File: src/rtl/subcore_launcher.sv
// rtl/subcore_launcher.sv - parent-side launch/join controller for CORE_NUM child fetch stages
// Optional per-child RUN-cycle counters (run_cycles) when SUBCORE_RUNCNT_EN is defined.
module subcore_launcher #(
  parameter int CORE_NUM = 4,
  parameter int CID_W    = 2,
  parameter int PC_W     = 32
) (
  input  logic                     clk,
  input  logic                     rst,
  input  logic                     cmd_valid,
  output logic                     cmd_ready,
  input  logic                     cmd_join,
  input  logic [CID_W-1:0]         cmd_core,
  input  logic [PC_W-1:0]          cmd_pc,
  output logic [CORE_NUM-1:0]      child_interlock,
  output logic [CORE_NUM-1:0]      child_exec_requested,
  output logic [PC_W*CORE_NUM-1:0] child_requested_pc,
  input  logic [CORE_NUM-1:0]      child_done,
  output logic [CORE_NUM-1:0]      busy,
  output logic                     join_valid,
  output logic [CID_W-1:0]         join_core,
  output logic                     parent_stall
`ifdef SUBCORE_RUNCNT_EN
  ,
  output logic [32*CORE_NUM-1:0]   run_cycles
`endif
);

  localparam logic [1:0] ST_HALTED = 2'd0;
  localparam logic [1:0] ST_REQ    = 2'd1;
  localparam logic [1:0] ST_RUN    = 2'd2;

  logic [CORE_NUM-1:0][1:0]      state_q, state_d;
  logic [CORE_NUM-1:0][PC_W-1:0] pc_q, pc_d;
  logic                          pend_q, pend_d;
  logic [CID_W-1:0]              pend_id_q, pend_id_d;
  logic                          cmd_halted, pend_halted, cmd_accept;
  logic [CORE_NUM-1:0]           launch_hit;

  // Ids with no matching child fall through as "halted": launches vanish, joins complete.
  always_comb begin
    cmd_halted  = 1'b1;
    pend_halted = 1'b1;
    for (int i = 0; i < CORE_NUM; i++) begin
      if (cmd_core == CID_W'(i))  cmd_halted  = (state_q[i] == ST_HALTED);
      if (pend_id_q == CID_W'(i)) pend_halted = (state_q[i] == ST_HALTED);
    end
  end

  always_comb begin
    cmd_ready    = !rst && !pend_q && (cmd_join || cmd_halted);
    cmd_accept   = cmd_valid && cmd_ready;
    join_valid   = !rst && pend_q && pend_halted;
    join_core    = pend_id_q;
    parent_stall = pend_q;
    pend_d       = pend_q;
    pend_id_d    = pend_id_q;
    if (join_valid) pend_d = 1'b0;
    if (cmd_accept && cmd_join) begin
      pend_d    = 1'b1;
      pend_id_d = cmd_core;
    end
  end

  always_comb begin
    for (int i = 0; i < CORE_NUM; i++) begin
      launch_hit[i] = cmd_accept && !cmd_join && (cmd_core == CID_W'(i));
      state_d[i]    = state_q[i];
      pc_d[i]       = pc_q[i];
      case (state_q[i])
        ST_HALTED: if (launch_hit[i]) begin
          state_d[i] = ST_REQ;
          pc_d[i]    = cmd_pc;
        end
        ST_REQ:    state_d[i] = ST_RUN;
        ST_RUN:    if (child_done[i]) state_d[i] = ST_HALTED;
        default:   state_d[i] = ST_HALTED;
      endcase
      child_interlock[i]      = (state_q[i] != ST_RUN);
      child_exec_requested[i] = (state_q[i] == ST_REQ);
      busy[i]                 = (state_q[i] != ST_HALTED);
    end
  end

  assign child_requested_pc = pc_q;

  always_ff @(posedge clk) begin
    if (rst) begin
      state_q   <= '0;
      pc_q      <= '0;
      pend_q    <= 1'b0;
      pend_id_q <= '0;
    end else begin
      state_q   <= state_d;
      pc_q      <= pc_d;
      pend_q    <= pend_d;
      pend_id_q <= pend_id_d;
    end
  end

`ifdef SUBCORE_RUNCNT_EN
  logic [CORE_NUM-1:0][31:0] cnt_q, cnt_d;

  always_comb begin
    for (int i = 0; i < CORE_NUM; i++) begin
      cnt_d[i] = cnt_q[i];
      if (launch_hit[i])
        cnt_d[i] = '0;
      else if (state_q[i] == ST_RUN && cnt_q[i] != 32'hFFFF_FFFF)
        cnt_d[i] = cnt_q[i] + 32'd1;
    end
  end

  always_ff @(posedge clk) begin
    if (rst) cnt_q <= '0;
    else     cnt_q <= cnt_d;
  end

  assign run_cycles = cnt_q;
`endif

endmodule
File: config.mk
export PLATFORM = sky130hd
export DESIGN_NAME = subcore_launcher
export DESIGN_NICKNAME = d
export VERILOG_FILES = /design/src/rtl/subcore_launcher.sv
export SDC_FILE = /design/constraint.sdc
export NUM_CORES = 1
export LEC_CHECK = 0
export ABC_AREA = 1
export ABC_CLOCK_PERIOD_IN_PS = 1400
export CORE_ASPECT_RATIO = 1.75
export CORE_UTILIZATION = 40
export CTS_BUF_LIST = sky130_fd_sc_hd__clkbuf_16
export DETAILED_ROUTE_END_ITERATION = 10
export PLACE_DENSITY = 0.71
export SETUP_SLACK_MARGIN = 0.5
export SYNTH_ARGS = -nofsm -noshare
export SYNTH_HDL_FRONTEND = slang
export SYNTH_SLANG_ARGS = --single-unit
File: constraint.sdc
create_clock -name clk -period 1.4 [get_ports clk]
set_clock_uncertainty 0.05 [all_clocks]
set_input_delay 0.28 -clock clk [delete_from_list [all_inputs] [get_ports clk]]
set_output_delay 0.28 -clock clk [all_outputs]
set_load 0.03 [all_outputs]
==> run_results.csv <==
group,metric,value,unit
clocking,cts_sinks,139,
yosys,synth_area_leaders,"dfxtp_1, nor2_1, nand2_1",
final_layout,layout_common_cells,"nor2_1, dfxtp_2, buf_6",
die,ioPinCount,187,
yosys,syn_inst,792,
final_layout,antenna_cells,0,
routing,wl,22480,um
yosys,synthesis.area,0.005463,mm^2
worst_setup_path,r2r-start,"state_q[4]$_SDFFE_PP0P_",
worst_setup_path,worst_setup_path_start_kind,"flop",
yosys,yosysTopAreaCell,"dfxtp_1",
power,total_power,9.943,mW
worst_setup_path,critPathMaxFanout,2,
worst_setup_path,required,1.07,ns
clocking,cts_buffers,17,
worst_setup_path,critPathKind,"flop to output port",
clocking,clkTransAtPathRegs,0.06,ns
yosys,synth_top_area_share,50.94,%
placed_design,preCtsSetupSlack,-0.7553,ns
final_layout,drive_gt1_share,59.32,%
global_routing,antenna_found_initial,0,
yosys,syn_avg_cell_area,6.897,um^2
sta,fmax,537.3,MHz
die,die_h,156.6,um
worst_setup_path,cp-startpoint,"state_q[0]$_SDFFE_PP0P_",
worst_setup_path,r2r_cells,11,
worst_hold_path,hold_start,"cmd_core[0]",
routing,vias_per_cell,4.892,
yosys,synth_mux_area_share,0,%
yosys,yosys.area_share.xor_xnor,0,%
die,die_w,90.34,um
die,start_util,40.82,%
global_routing,grt_pass1_wl,24140,um
power,p_leak,5.013,nW
global_routing,grt_pass1_vias,4702,
worst_setup_path,regToRegSetupSlack,-0.38,ns
yosys,synth_compound_area_share,1.420,%
sta,worstMarginPinSlew,0.3648,ns
die,die_area,0.01415,mm^2
yosys,syn_nets,834,
yosys,yosys.cell_types.count,19,
sta,grt_setup_unrepaired,"true",
sta,setup_slack,-0.4610,ns
power,irDropWorstVdd,921.0,uV
final_layout,utilization,81.25,%
sta,slew-limit-headroom,75.65,%
worst_setup_path,end_kind,"output port",
routing,vias,6022,
die,coreArea,0.01338,mm^2
clocking,cts_tree,"built",
run_status,outcome,"finished with violations",
routing,dr.pass1.iters,4,
clocking,htree_levels,4,
clocking,clockBufferDepth,2,
yosys,ys_warn_count,0,
die,fp-row-count,56,
job,maxCapViolations,0,
worst_setup_path,arrival,1.53,ns
final_layout,nNetsFinal,1086,
worst_setup_path,crit_end,"cmd_ready",
routing,drt_iter0_drc,336,
global_routing,grt-ovfl-total,0,
final_layout,final_common_cell,"nor2_1",
placed_design,routabilityCongestion,0.7615,
yosys,synth_top_family_by_area,"simple AND/OR/NAND/NOR gates",
power,power.density,914.5,mW/mm^2
sta,report.final.slew_viol_count,0,
sta,period_needed,1.861,ns
clocking,hold_buffers,0,
worst_setup_path,r2r_end,"child_requested_pc[57]$_SDFFE_PP0P_",
global_routing,track_usage,22.04,%
yosys,synth-simple-area-share,38.41,%
global_routing,grt_max_degree,68,
routing,ant_nets,0,
yosys,ys_seq_area_share,50.94,%
placed_design,dp_hpwl,10150,um
sta,finalCritPeriodShare,132.9,%
routing,wire_per_inst,18.26,um
final_layout,syn2layout_area_growth,99.04,%
sta,hold_viol,0,
yosys,synth-seq-cells,139,
sta,finalSetupViolations,147,
clocking,clk_latency,0.42,ns
routing,drc_errors,0,
worst_hold_path,hp-class,"primary input to flop",
clocking,cts-root-buf,"clkbuf_16",
run_status,violations,"setup timing",
yosys,synthAdderAreaFrac,0,%
placed_design,port_buffers,186,
[report_power, final]
part           total, mW  leakage [nW]  switching (mW)  internal (mW)
Clock               4.61         0.301            1.81           2.81
Combinational       1.25          3.52           0.682          0.564
Sequential          4.08          1.19          0.0600           4.02
[worst min path at each step]
stage | endpoint | slack [ns] | cells after the start
after floorplan | join_core[0]$_SDFFE_PP0P_ | 0.40 | 2
after global placement | child_requested_pc[63]$_SDFFE_PP0P_ | 0.40 | 2
after detailed placement | child_requested_pc[86]$_SDFFE_PP0P_ | 0.41 | 2
after CTS | join_core[0]$_SDFFE_PP0P_ | 0.31 | 3
after global routing | join_core[0]$_SDFFE_PP0P_ | 0.33 | 3
final | join_core[0]$_SDFFE_PP0P_ | 0.32 | 3
[per-layer routing]
layer  track usage [%]  share of wire, %  vias up  wire length, um
met1             22.48                35     2851             7897
met4             10.06               4.8        0             1080
met5                 0                 0        -                0
met3             5.491               5.1       66             1151
li1                  -                 -     2857                -
met2             41.77                55      248            12350
[cell families (layout without fill, tap and decap cells)]
kind of cell           count (synthesis)  in the layout
AO/OA/AOI/OAI                         13             13
buffers and inverters                 93            358
flip-flops                           139            139
AND/OR/NAND/NOR                      547            547
[repair_timing]
action                                 4_1_cts  5_1_grt
endpoints found under the hold margin        0        0
setup buffers                                6       24
cloned                                       3       28
pin swaps                                    8       65
setup endpoints to repair                  284      284
gates resized for setup                    747      327
[state kept, by name (all words and copies together) (netlist names)]
register,count
child_requested_pc,128
state_q,8
join_core,2
parent_stall,1
[Yosys cell counts]
cell and number:
nand2_1 265, nand4_1 1, nand4_2 1, nand3_1 2, buf_2 4, nor2_2 5, o21ai_0 5, dfxtp_1 139
nand4_4 1, o21a_1 5, buf_4 16, a21oi_1 3, clkbuf_1 2, buf_1 12, inv_2 1, nor2_1 271
nor3_1 1, buf_6 12, inv_1 46
[area by class of cell]
cell class	count	area, um^2
well taps	174	217.7
flip-flops and latches	139	2977
repair buffers	279	3842
clock buffers	17	425.4
clock inverters	15	171.4
multi-input cells	560	3035
fillers	775	2510
inverters	47	203.9
[worst max-delay path: stages (launching register included)]
cell and delay [ns]:
dfxtp_4 0.37, nor2_4 0.05, nand2_2 0.08, nand4_4 0.13, buf_4 0.15, o21a_4 0.18, buf_4 0.16
[per-stage QoR]
step	TNS (ns)	std cells	hold WS [ns]	cell area [um^2]
finish	-44.03	1231	0.3163	10870
global placement	-89.41	1138	0.3980	8055
global route	-52.40	1231	0.3328	10870
detailed placement	-95.39	1138	0.4075	8055
CTS	-29.43	1179	0.3074	9121
floorplan	-2.139	792	0.4047	5608
Note: power is estimated with default switching activity, not from simulation.
